**config.mk**
```make
export PLATFORM = sky130hd
export DESIGN_NAME = approx_lut_ctrl
export DESIGN_NICKNAME = d
export VERILOG_FILES = /design/src/rtl/approx_lut_ctrl.sv
export SDC_FILE = /design/constraint.sdc
export NUM_CORES = 1
export LEC_CHECK = 0
export CAP_MARGIN = 30
export CORE_ASPECT_RATIO = 1.5
export CORE_MARGIN = 1
export CORE_UTILIZATION = 51
export CTS_CLUSTER_DIAMETER = 200
export DETAILED_ROUTE_END_ITERATION = 6
export HOLD_SLACK_MARGIN = 0.05
export PLACE_DENSITY = 0.81
export REMOVE_ABC_BUFFERS = 1
export SYNTH_ARGS = -nofsm -noshare
export SYNTH_HDL_FRONTEND = slang
export SYNTH_SLANG_ARGS = --single-unit
```
**constraint.sdc**
```tcl
create_clock -name clk -period 6.3 [get_ports clk]
set_input_delay 0.945 -clock clk [delete_from_list [all_inputs] [get_ports clk]]
set_output_delay 0.945 -clock clk [all_outputs]
set_load 0.01 [all_outputs]
```
**src/rtl/approx_lut_ctrl.sv**
```systemverilog
// Bank of programmable 5-input approximate-logic LUTs. Handles truth-table loading,
// single-cycle lookups, and a 32-cycle sweep that grades a LUT against a golden table.
module approx_lut_ctrl #(
    parameter int          N_LUT    = 4,
    parameter int          SEL_W    = 2,
    parameter logic [31:0] RESET_TT = 32'h0000_0000
) (
    input  logic             clk,
    input  logic             rst,
    input  logic             cfg_we,
    input  logic [SEL_W-1:0] cfg_sel,
    input  logic [31:0]      cfg_data,
    output logic             cfg_drop,
    input  logic             eval_valid,
    output logic             eval_ready,
    input  logic [SEL_W-1:0] eval_sel,
    input  logic [4:0]       eval_in,
    output logic             res_valid,
    output logic             res_out,
    output logic             res_err,
    input  logic             sweep_start,
    input  logic [SEL_W-1:0] sweep_sel,
    input  logic [31:0]      sweep_golden,
    output logic             sweep_busy,
    output logic             sweep_done,
    output logic [5:0]       err_count,
    output logic [31:0]      err_mask
);

    localparam logic [1:0] S_IDLE  = 2'd0;
    localparam logic [1:0] S_SWEEP = 2'd1;
    localparam logic [1:0] S_DONE  = 2'd2;

    localparam logic [SEL_W:0] LP_N_LUT = (SEL_W + 1)'(N_LUT);

    logic [31:0]      r_tt [N_LUT];
    logic [1:0]       r_state;
    logic [4:0]       r_idx;
    logic [SEL_W-1:0] r_sweep_sel;
    logic [31:0]      r_golden;
    logic [5:0]       r_err_count;
    logic [31:0]      r_err_mask;
    logic             r_cfg_drop;
    logic             r_res_valid;
    logic             r_res_out;
    logic             r_res_err;

    logic        w_idle;
    logic        w_cfg_ok;
    logic        w_eval_acc;
    logic        w_eval_inrange;
    logic        w_sweep_go;
    logic [31:0] w_eval_tt;
    logic [31:0] w_sweep_tt;
    logic        w_sweep_miss;

    assign w_idle         = (r_state == S_IDLE);
    assign w_cfg_ok       = cfg_we && w_idle && ({1'b0, cfg_sel} < LP_N_LUT);
    assign w_eval_acc     = eval_valid && eval_ready;
    assign w_eval_inrange = ({1'b0, eval_sel} < LP_N_LUT);
    assign w_sweep_go     = sweep_start && w_idle && ({1'b0, sweep_sel} < LP_N_LUT);

    // Explicit select loops keep out-of-range indices from ever addressing the array.
    always_comb begin
        w_eval_tt  = '0;
        w_sweep_tt = '0;
        for (int i = 0; i < N_LUT; i++) begin
            if (eval_sel == i[SEL_W-1:0])
                w_eval_tt = r_tt[i];
            if (r_sweep_sel == i[SEL_W-1:0])
                w_sweep_tt = r_tt[i];
        end
    end

    assign w_sweep_miss = (w_sweep_tt[r_idx] != r_golden[r_idx]);

    always_ff @(posedge clk or posedge rst) begin
        if (rst) begin
            for (int i = 0; i < N_LUT; i++)
                r_tt[i] <= RESET_TT;
        end else begin
            for (int i = 0; i < N_LUT; i++)
                if (w_cfg_ok && (cfg_sel == i[SEL_W-1:0]))
                    r_tt[i] <= cfg_data;
        end
    end

    always_ff @(posedge clk or posedge rst) begin
        if (rst) begin
            r_cfg_drop  <= 1'b0;
            r_res_valid <= 1'b0;
            r_res_out   <= 1'b0;
            r_res_err   <= 1'b0;
        end else begin
            r_cfg_drop  <= cfg_we && !w_cfg_ok;
            r_res_valid <= w_eval_acc;
            // Reads the pre-write table, so a same-edge cfg write is not visible here.
            if (w_eval_acc) begin
                r_res_out <= w_eval_inrange ? w_eval_tt[eval_in] : 1'b0;
                r_res_err <= !w_eval_inrange;
            end
        end
    end

    always_ff @(posedge clk or posedge rst) begin
        if (rst) begin
            r_state     <= S_IDLE;
            r_idx       <= '0;
            r_sweep_sel <= '0;
            r_golden    <= '0;
            r_err_count <= '0;
            r_err_mask  <= '0;
        end else begin
            case (r_state)
                S_IDLE: begin
                    if (w_sweep_go) begin
                        r_state     <= S_SWEEP;
                        r_idx       <= '0;
                        r_sweep_sel <= sweep_sel;
                        r_golden    <= sweep_golden;
                        r_err_count <= '0;
                        r_err_mask  <= '0;
                    end
                end
                S_SWEEP: begin
                    if (w_sweep_miss) begin
                        r_err_mask[r_idx] <= 1'b1;
                        r_err_count       <= r_err_count + 6'd1;
                    end
                    r_idx <= r_idx + 5'd1;
                    if (r_idx == 5'd31)
                        r_state <= S_DONE;
                end
                default: r_state <= S_IDLE;
            endcase
        end
    end

    assign eval_ready = w_idle && !rst;
    assign cfg_drop   = r_cfg_drop;
    assign res_valid  = r_res_valid;
    assign res_out    = r_res_out;
    assign res_err    = r_res_err;
    assign sweep_busy = (r_state == S_SWEEP);
    assign sweep_done = (r_state == S_DONE);
    assign err_count  = r_err_count;
    assign err_mask   = r_err_mask;

endmodule

```
==> results of run 1 <==
## synthesized netlist by cell type, types with 4 or more instances
cell type and instances:
sky130_fd_sc_hd__and3_1 4, sky130_fd_sc_hd__mux2i_1 35, sky130_fd_sc_hd__o211ai_1 9, sky130_fd_sc_hd__nor2b_1 10
sky130_fd_sc_hd__nand3_1 14, sky130_fd_sc_hd__mux4_2 58, sky130_fd_sc_hd__buf_6 5, sky130_fd_sc_hd__and2_1 4
sky130_fd_sc_hd__nor3_1 6, sky130_fd_sc_hd__inv_1 4, sky130_fd_sc_hd__dfrtp_1 210, sky130_fd_sc_hd__a31oi_1 4
sky130_fd_sc_hd__nand4_1 5, sky130_fd_sc_hd__o21ai_0 14, sky130_fd_sc_hd__buf_1 13, sky130_fd_sc_hd__nor3b_1 4
sky130_fd_sc_hd__nand3b_1 4, sky130_fd_sc_hd__nor2_1 19, sky130_fd_sc_hd__a22oi_1 4, sky130_fd_sc_hd__nand2_1 133
sky130_fd_sc_hd__mux2_2 137, sky130_fd_sc_hd__a32o_1 32, sky130_fd_sc_hd__a22o_1 4, sky130_fd_sc_hd__clkbuf_1 31
sky130_fd_sc_hd__buf_2 16, sky130_fd_sc_hd__nand2b_1 7, sky130_fd_sc_hd__ha_1 6
## state kept, by name, indices dropped and copies added (netlist names)
register     flops
cfg_drop         1
err_count        6
r_tt           128
r_golden        32
r_sweep_sel      2
err_mask        32
res_valid        1
r_state          2
r_idx            5
res_out          1
## worst max-delay path by stage
stage,startpoint,end,slack [ns]
floorplan,rst,cfg_drop,-0.38
CTS,r_sweep_sel[1],err_mask[2],2.86
detailed placement,eval_sel[0],res_out,2.58
finish,r_sweep_sel[1],err_mask[17],2.80
global route,r_sweep_sel[1],err_count[5],2.64
global placement,eval_sel[0],res_out,2.64
## layout make-up
type,count,area (um2),area share (%)
clock inverters,10,135,1.06
well taps,264,330,2.60
clock buffers,22,507,3.99
multi-input cells,551,5120,40.3
repair buffers,138,1340,10.5
inverters,5,26.3,0.207
flip-flops and latches,210,5260,41.4
## logic make-up (layout without fill, tap and decap cells)
kind of cell             Yosys count  after routing  synth area share [%]
other                              1              1                0.0350
AO/OA/AOI/OAI                     95             95                  7.57
multiplexers                     231            231                  30.1
buffers and inverters             72            175                  3.25
adder cells (fa/ha/maj)            6              6                 0.701
flip-flops                       210            210                  49.1
AND/OR/NAND/NOR                  218            218                  9.24
## placed cells by master, fill, tap and decap left out, types with 5 or more instances in the layout
master / n
sky130_fd_sc_hd__nand2b_1: 7
sky130_fd_sc_hd__dfrtp_1: 209
sky130_fd_sc_hd__nor2_1: 19
sky130_fd_sc_hd__mux2i_1: 35
sky130_fd_sc_hd__nand2_1: 132
sky130_fd_sc_hd__nor3_1: 5
sky130_fd_sc_hd__nand4_1: 5
sky130_fd_sc_hd__clkbuf_16: 19
sky130_fd_sc_hd__clkdlybuf4s50_1: 122
sky130_fd_sc_hd__mux4_2: 58
sky130_fd_sc_hd__nor2b_1: 10
sky130_fd_sc_hd__nand3_1: 14
sky130_fd_sc_hd__a32o_1: 32
sky130_fd_sc_hd__o21ai_0: 14
sky130_fd_sc_hd__mux2_2: 137
sky130_fd_sc_hd__buf_4: 15
sky130_fd_sc_hd__o211ai_1: 9
sky130_fd_sc_hd__ha_1: 6
## power by group through the flow
| stage | clock, mW | combinational [mW] | sequential, mW |
|---|---|---|---|
| 6_report | 1.20 | 2.61 | 2.56 |
| 5_1_grt | 1.27 | 2.82 | 2.63 |
| 4_1_cts | 1.22 | 2.62 | 2.54 |
| 3_5_place_dp | 0 | 2.60 | 2.56 |
| 3_3_place_gp | 0 | 2.53 | 2.52 |
| 2_1_floorplan | 0 | 1.73 | 2.49 |
## per-stage QoR
stage	total power [mW]	cells
global placement	5.05	1168
CTS	6.38	1200
global route	6.72	1200
detailed placement	5.16	1168
floorplan	4.22	766
finish	6.37	1200
## layer usage
| metal | wire (um) | part of all wire, % | global-route usage [%] | up-vias |
|---|---|---|---|---|
| met2 | 13200 | 51 | 43.2 | 249 |
| met5 | 0 | 0 | 0 | - |
| li1 | - | - | - | 3276 |
| met4 | 819 | 3.2 | 8.99 | 0 |
| met1 | 10400 | 41 | 30.6 | 3830 |
| met3 | 1260 | 4.9 | 3.17 | 49 |
## worst register-to-register path, stage by stage, from the launching register on
cell,delay [ns]
sky130_fd_sc_hd__dfrtp_2,0.85
sky130_fd_sc_hd__buf_4,0.45
sky130_fd_sc_hd__mux4_2,0.27
sky130_fd_sc_hd__nand2_1,0.05
sky130_fd_sc_hd__and3_1,0.19
sky130_fd_sc_hd__a311oi_1,0.59
sky130_fd_sc_hd__a211oi_2,0.21
sky130_fd_sc_hd__a21bo_4,0.29
sky130_fd_sc_hd__nand2_4,0.28
sky130_fd_sc_hd__a32o_1,0.25
==> impl_metrics.py, run 1 <==
metrics = {
    "place": {
        "preCtsSetupSlack_ns": 2.58,
        "io_buffer_count": 123,
        "dp.final_hpwl_mm": 17.1,
        "gp_congestion": 0.806,
        "placedInstanceArea_um2": 12100,
    },
    "routing": {
        "drc": 0,
        "via_count_normalized_by_instance_count": 6.17,
        "drt-wirelength-per-cell_um": 21.4,
        "drt-pass1-iter-count": 5,
        "routed_wirelength_mm": 25.7,
        "detail_route.iter0.violations": 557,
        "num_vias": 7404,
        "ant_nets": 0,
    },
    "worst_setup_path": {
        "start_kind": "flop",
        "ff2ff_path_depth": 9,
        "critical-path-top-delay-family": "compound AO/OA/AOI/OAI gates",
        "critical_path_class": "reg -> reg",
        "crit_path_max_fanout": 33,
        "cp_data_arrival_time_ns": 3.92,
        "regToRegStartpoint": "r_sweep_sel[1]",
        "setup.reg_to_reg.worst_slack_ns": 2.80,
        "critPathRequiredTime_ns": 6.72,
        "rr_endpoint": "err_mask[17]",
        "cp_slowest_stage_delay_ns": 0.85,
        "worst-path-buf-inv": 1,
        "timing.critical_path.to_type": "flop",
        "crit_chain": "buf_4, mux4_2, nand2_1, and3_1, a311oi_1, a211oi_2, a21bo_4, nand2_4, a32o_1",
        "critical_path.slowest_cell": "sky130_fd_sc_hd__dfrtp_2",
        "cp.depth": 9,
    },
    "synth": {
        "yosys.area.top_type_share_pct": 49.1,
        "synth.distinct_cells": 60,
        "syn-mean-instance-area_um2": 12.9,
        "synth_warnings": 0,
        "yosys_most_used_dff": "sky130_fd_sc_hd__dfrtp_1",
        "synthCells": 833,
        "syn_area_um2": 10700,
        "post_synthesis_sequential_element_count": 210,
        "synthDominantAreaCellType": "sky130_fd_sc_hd__dfrtp_1",
        "post_synth_main_area_contributors": "sky130_fd_sc_hd__dfrtp_1 (49%), sky130_fd_sc_hd__mux2_2 (14%), sky130_fd_sc_hd__mux4_2 (12%)",
        "synth-seq-area-share_pct": 49.1,
        "synth_edf_count": 0,
        "synthArstFlopShare_pct": 100,
    },
    "global_route": {
        "global_route.usage.total_pct": 24.5,
        "grt_first_pass_wirelength_mm": 41.8,
        "via_count_of_the_first_global_routing_pass": 7723,
        "globalRouteOverflowTotal": 0,
        "maximum_number_of_pins_on_one_net_before_global_route_repair": 96,
        "number_of_antenna_violations_at_the_first_check_in_global_routing": 0,
    },
    "sta": {
        "whs_ns": 0.479,
        "slew_headroom_pct": 42.7,
        "fmax_ghz": 0.286,
        "setup_ws_final_ns": 2.80,
        "finalHoldViolCount": 0,
        "min_period_ns": 3.50,
        "timing_worst_slew_pin_value_ns": 0.853,
        "fin_tns_setup_ns": 0,
        "final.setup_skew_ns": 0.00633,
        "post_route_fraction_of_the_period_consumed_by_the_critical_path_pct": 55.6,
        "finalSetupViolations": 0,
        "finalMaxSlewViolations": 0,
        "rsz0062_at_grt": "no",
    },
    "clocking": {
        "post-cts-setup-buffers": 0,
        "number_of_buffers_created_by_cts": 19,
        "worst_skew_pair.late_latency_ns": 0.49,
        "cts-root-to-sink-buffers": 3,
        "ctsRootBufferMaster": "sky130_fd_sc_hd__clkbuf_16",
        "number_of_hold_repair_buffers_added_at_the_cts_stage": 0,
        "cts.htree.levels": 1,
        "register_clock_pin_slew_on_the_reported_worst_setup_and_hold_paths_ns": 0.07,
        "cts.sinks": 210,
        "tritoncts_clock_tree": "built",
        "cts_repair_resize_count": 0,
    },
    "die": {
        "start_util_pct": 52.2,
        "number_of_rows_in_the_core_area": 64,
        "io-pin-count": 125,
        "die_height_um": 179,
        "die-area_um2": 21600,
        "core_area_um2": 20500,
        "chipWidth_um": 120,
    },
    "layout": {
        "fillerInstances": 1597,
        "layout-drive-gt1-share_pct": 27.4,
        "finish.net_count": 1011,
        "num_antenna_cells": 0,
        "layout-area-overhead-vs-synth_pct": 18.7,
        "total_non_filler_cell_area_in_the_finished_layout_um2": 12700,
        "fin_util_pct": 62.0,
    },
    "pwr": {
        "comb_power_share_pct": 41.0,
        "p_seq_share_pct": 40.1,
        "power.net_switching_mw": 2.29,
        "vdd_drop_max_v": 0.000324,
        "power_per_cell_area_nw_per_um2": 501,
        "cellInternalPower_mw": 4.08,
        "sw_frac_of_total_pct": 35.9,
        "power.clock.fraction_pct": 18.8,
        "power.static_leakage_nw": 5.63,
    },
    "outcome": {
        "status": "complete, no violations",
    },
    "flow_run": {
        "max_cap_viol_count": 0,
    },
    "min_path": {
        "hold_path_depth": 2,
        "min_path_type": "reg -> reg",
        "hold_path_startpoint": "r_golden[23]",
        "timing.hold.worst_endpoint": "r_golden[23]",
    },
}
Note: power is estimated with default switching activity, not from simulation.
==> inputs of run 2 (changes only) <==
==> constraint.sdc (replaced) <==
create_clock -name clk -period 3.2 [get_ports clk]
set_input_delay 0.48 -clock clk [delete_from_list [all_inputs] [get_ports clk]]
set_output_delay 0.48 -clock clk [all_outputs]
set_load 0.01 [all_outputs]
==> run 2 against run 1 <==
Sequential cell count unchanged. Die area unchanged. Clock-buffer cell count up 9. Utilization up 1.2 points. Via count up 0.51%. Total power up 100%. Clock power up 110%. Non-clock buffer count up 19. Combinational power up 100%. Maximum frequency up 16%. Highest routed layer unchanged.
==> impl_metrics.py, run 2 (synthesized netlist as in run 1, its figures left out) <==
metrics = {
    "clocking": {
        "cts-root-to-sink-buffers": 3,
        "worst_skew_pair.late_latency_ns": 0.50,
        "ctsRootBufferMaster": "sky130_fd_sc_hd__clkbuf_16",
        "register_clock_pin_slew_on_the_reported_worst_setup_and_hold_paths_ns": 0.06,
        "number_of_buffers_created_by_cts": 21,
        "cts_repair_resize_count": 0,
        "post-cts-setup-buffers": 0,
        "number_of_hold_repair_buffers_added_at_the_cts_stage": 0,
        "tritoncts_clock_tree": "built",
        "cts.htree.levels": 1,
        "cts.sinks": 210,
    },
    "routing": {
        "drt-pass1-iter-count": 5,
        "num_vias": 7442,
        "drc": 0,
        "drt-wirelength-per-cell_um": 21.2,
        "detail_route.iter0.violations": 619,
        "routed_wirelength_mm": 26.0,
        "via_count_normalized_by_instance_count": 6.09,
        "ant_nets": 0,
    },
    "die": {
        "core_area_um2": 20500,
        "die_height_um": 179,
        "chipWidth_um": 120,
        "number_of_rows_in_the_core_area": 64,
        "start_util_pct": 52.2,
        "die-area_um2": 21600,
        "io-pin-count": 125,
    },
    "place": {
        "gp_congestion": 0.809,
        "io_buffer_count": 123,
        "preCtsSetupSlack_ns": 0.173,
        "dp.final_hpwl_mm": 17.7,
    },
    "sta": {
        "min_period_ns": 3.03,
        "post_route_fraction_of_the_period_consumed_by_the_critical_path_pct": 94.5,
        "finalMaxSlewViolations": 0,
        "timing_worst_slew_pin_value_ns": 0.574,
        "finalSetupViolations": 0,
        "setup_ws_final_ns": 0.175,
        "fmax_ghz": 0.331,
        "slew_headroom_pct": 61.7,
        "rsz0062_at_grt": "no",
        "finalHoldViolCount": 0,
        "final.setup_skew_ns": 0.00945,
    },
    "worst_setup_path": {
        "crit_path_max_fanout": 33,
        "start_kind": "flop",
        "critical_path_class": "reg -> reg",
        "timing.critical_path.to_type": "flop",
        "cp_data_arrival_time_ns": 3.40,
        "critPathRequiredTime_ns": 3.58,
    },
    "layout": {
        "layout-drive-gt1-share_pct": 28.9,
        "finish.net_count": 1032,
        "mostFrequentLayoutCell": "sky130_fd_sc_hd__dfrtp_1",
        "max_ffs_per_register": 128,
        "registers.top_by_ff_count": "r_tt",
        "fillerInstances": 1581,
        "mostFrequentLayoutCells": "sky130_fd_sc_hd__dfrtp_1 (209), sky130_fd_sc_hd__mux2_2 (137), sky130_fd_sc_hd__nand2_1 (132)",
        "num_antenna_cells": 0,
        "layout-area-overhead-vs-synth_pct": 21.1,
    },
    "outcome": {
        "status": "complete, no violations",
    },
    "pwr": {
        "vdd_drop_max_v": 0.000522,
        "report.power.total_mw": 12.8,
        "power_per_cell_area_nw_per_um2": 987,
        "power.static_leakage_nw": 5.78,
    },
    "global_route": {
        "globalRouteOverflowTotal": 0,
        "number_of_antenna_violations_at_the_first_check_in_global_routing": 0,
        "via_count_of_the_first_global_routing_pass": 7861,
        "maximum_number_of_pins_on_one_net_before_global_route_repair": 64,
        "global_route.usage.total_pct": 24.9,
        "grt_first_pass_wirelength_mm": 42.3,
    },
    "flow_run": {
        "max_cap_viol_count": 0,
    },
    "min_path": {
        "min_path_type": "in -> async",
    },
}
run 2: final cells by class:
class | instances | area (um2) | area share [%]
clock inverter | 5 | 58.8 | 0.454
inverter | 5 | 26.3 | 0.203
tap | 264 | 330 | 2.55
sequential | 210 | 5260 | 40.5
timing repair buffer | 157 | 1540 | 11.9
clock buffer | 31 | 633 | 4.88
multi-input combinational | 551 | 5120 | 39.5
run 2: worst paths after layout:
check / start / endpoint / slack [ns] / cells after the start
worst max-delay path: r_sweep_sel[1] / err_mask[2] / 0.17 / 9
worst min-delay path: rst / cfg_drop / 0.46 / 2
worst max register to register: r_sweep_sel[1] / err_mask[2] / 0.17 / 9
worst min register to register: r_golden[3] / r_golden[3] / 0.48 / 2
max in group asynchronous: rst / r_golden[26] / 2.02 / 3
min in group clk: r_golden[3] / r_golden[3] / 0.48 / 2
run 2: stage by stage:
| stage | instances | instance area [um2] | hold slack (ns) | setup TNS (ns) | utilization, % |
|---|---|---|---|---|---|
| 6_report | 1223 | 13000 | 0.463 | 0 | 63.3 |
| 5_1_grt | 1223 | 13000 | 0.498 | 0 | 63.3 |
| 4_1_cts | 1223 | 13000 | 0.475 | 0 | 63.3 |
| 3_5_place_dp | 1187 | 12300 | 0.459 | 0 | 59.9 |
| 3_3_place_gp | 1187 | 12300 | 0.452 | 0 | 59.9 |
| 2_1_floorplan | 766 | 10400 | 0.440 | -666.59 | - |
run 2: layer usage:
metal  global-route usage (%)  wire [um]  vias up
li1                         -          -     3324
met4                     11.0        957        0
met5                        0          0        -
met1                     32.3      10100     3785
met3                     2.82       1360       61
met2                     41.9      13600      272
run 2: critical path, cell delays in order (launching register included):
cell                       delay, ns
sky130_fd_sc_hd__dfrtp_2        0.67
sky130_fd_sc_hd__buf_4          0.35
sky130_fd_sc_hd__mux2i_1        0.23
sky130_fd_sc_hd__o211ai_1       0.10
sky130_fd_sc_hd__a31oi_1        0.19
sky130_fd_sc_hd__nor2_1         0.12
sky130_fd_sc_hd__a211oi_2       0.45
sky130_fd_sc_hd__a21bo_4        0.22
sky130_fd_sc_hd__nand2_4        0.20
sky130_fd_sc_hd__a32o_1         0.34
run 2: report_power, final:
part           internal, mW  total (mW)  switching (mW)
Sequential             3.91        4.97            1.06
Clock                  1.45        2.47            1.02
Combinational          2.88        5.35            2.47
Total                  8.24        12.8            4.55
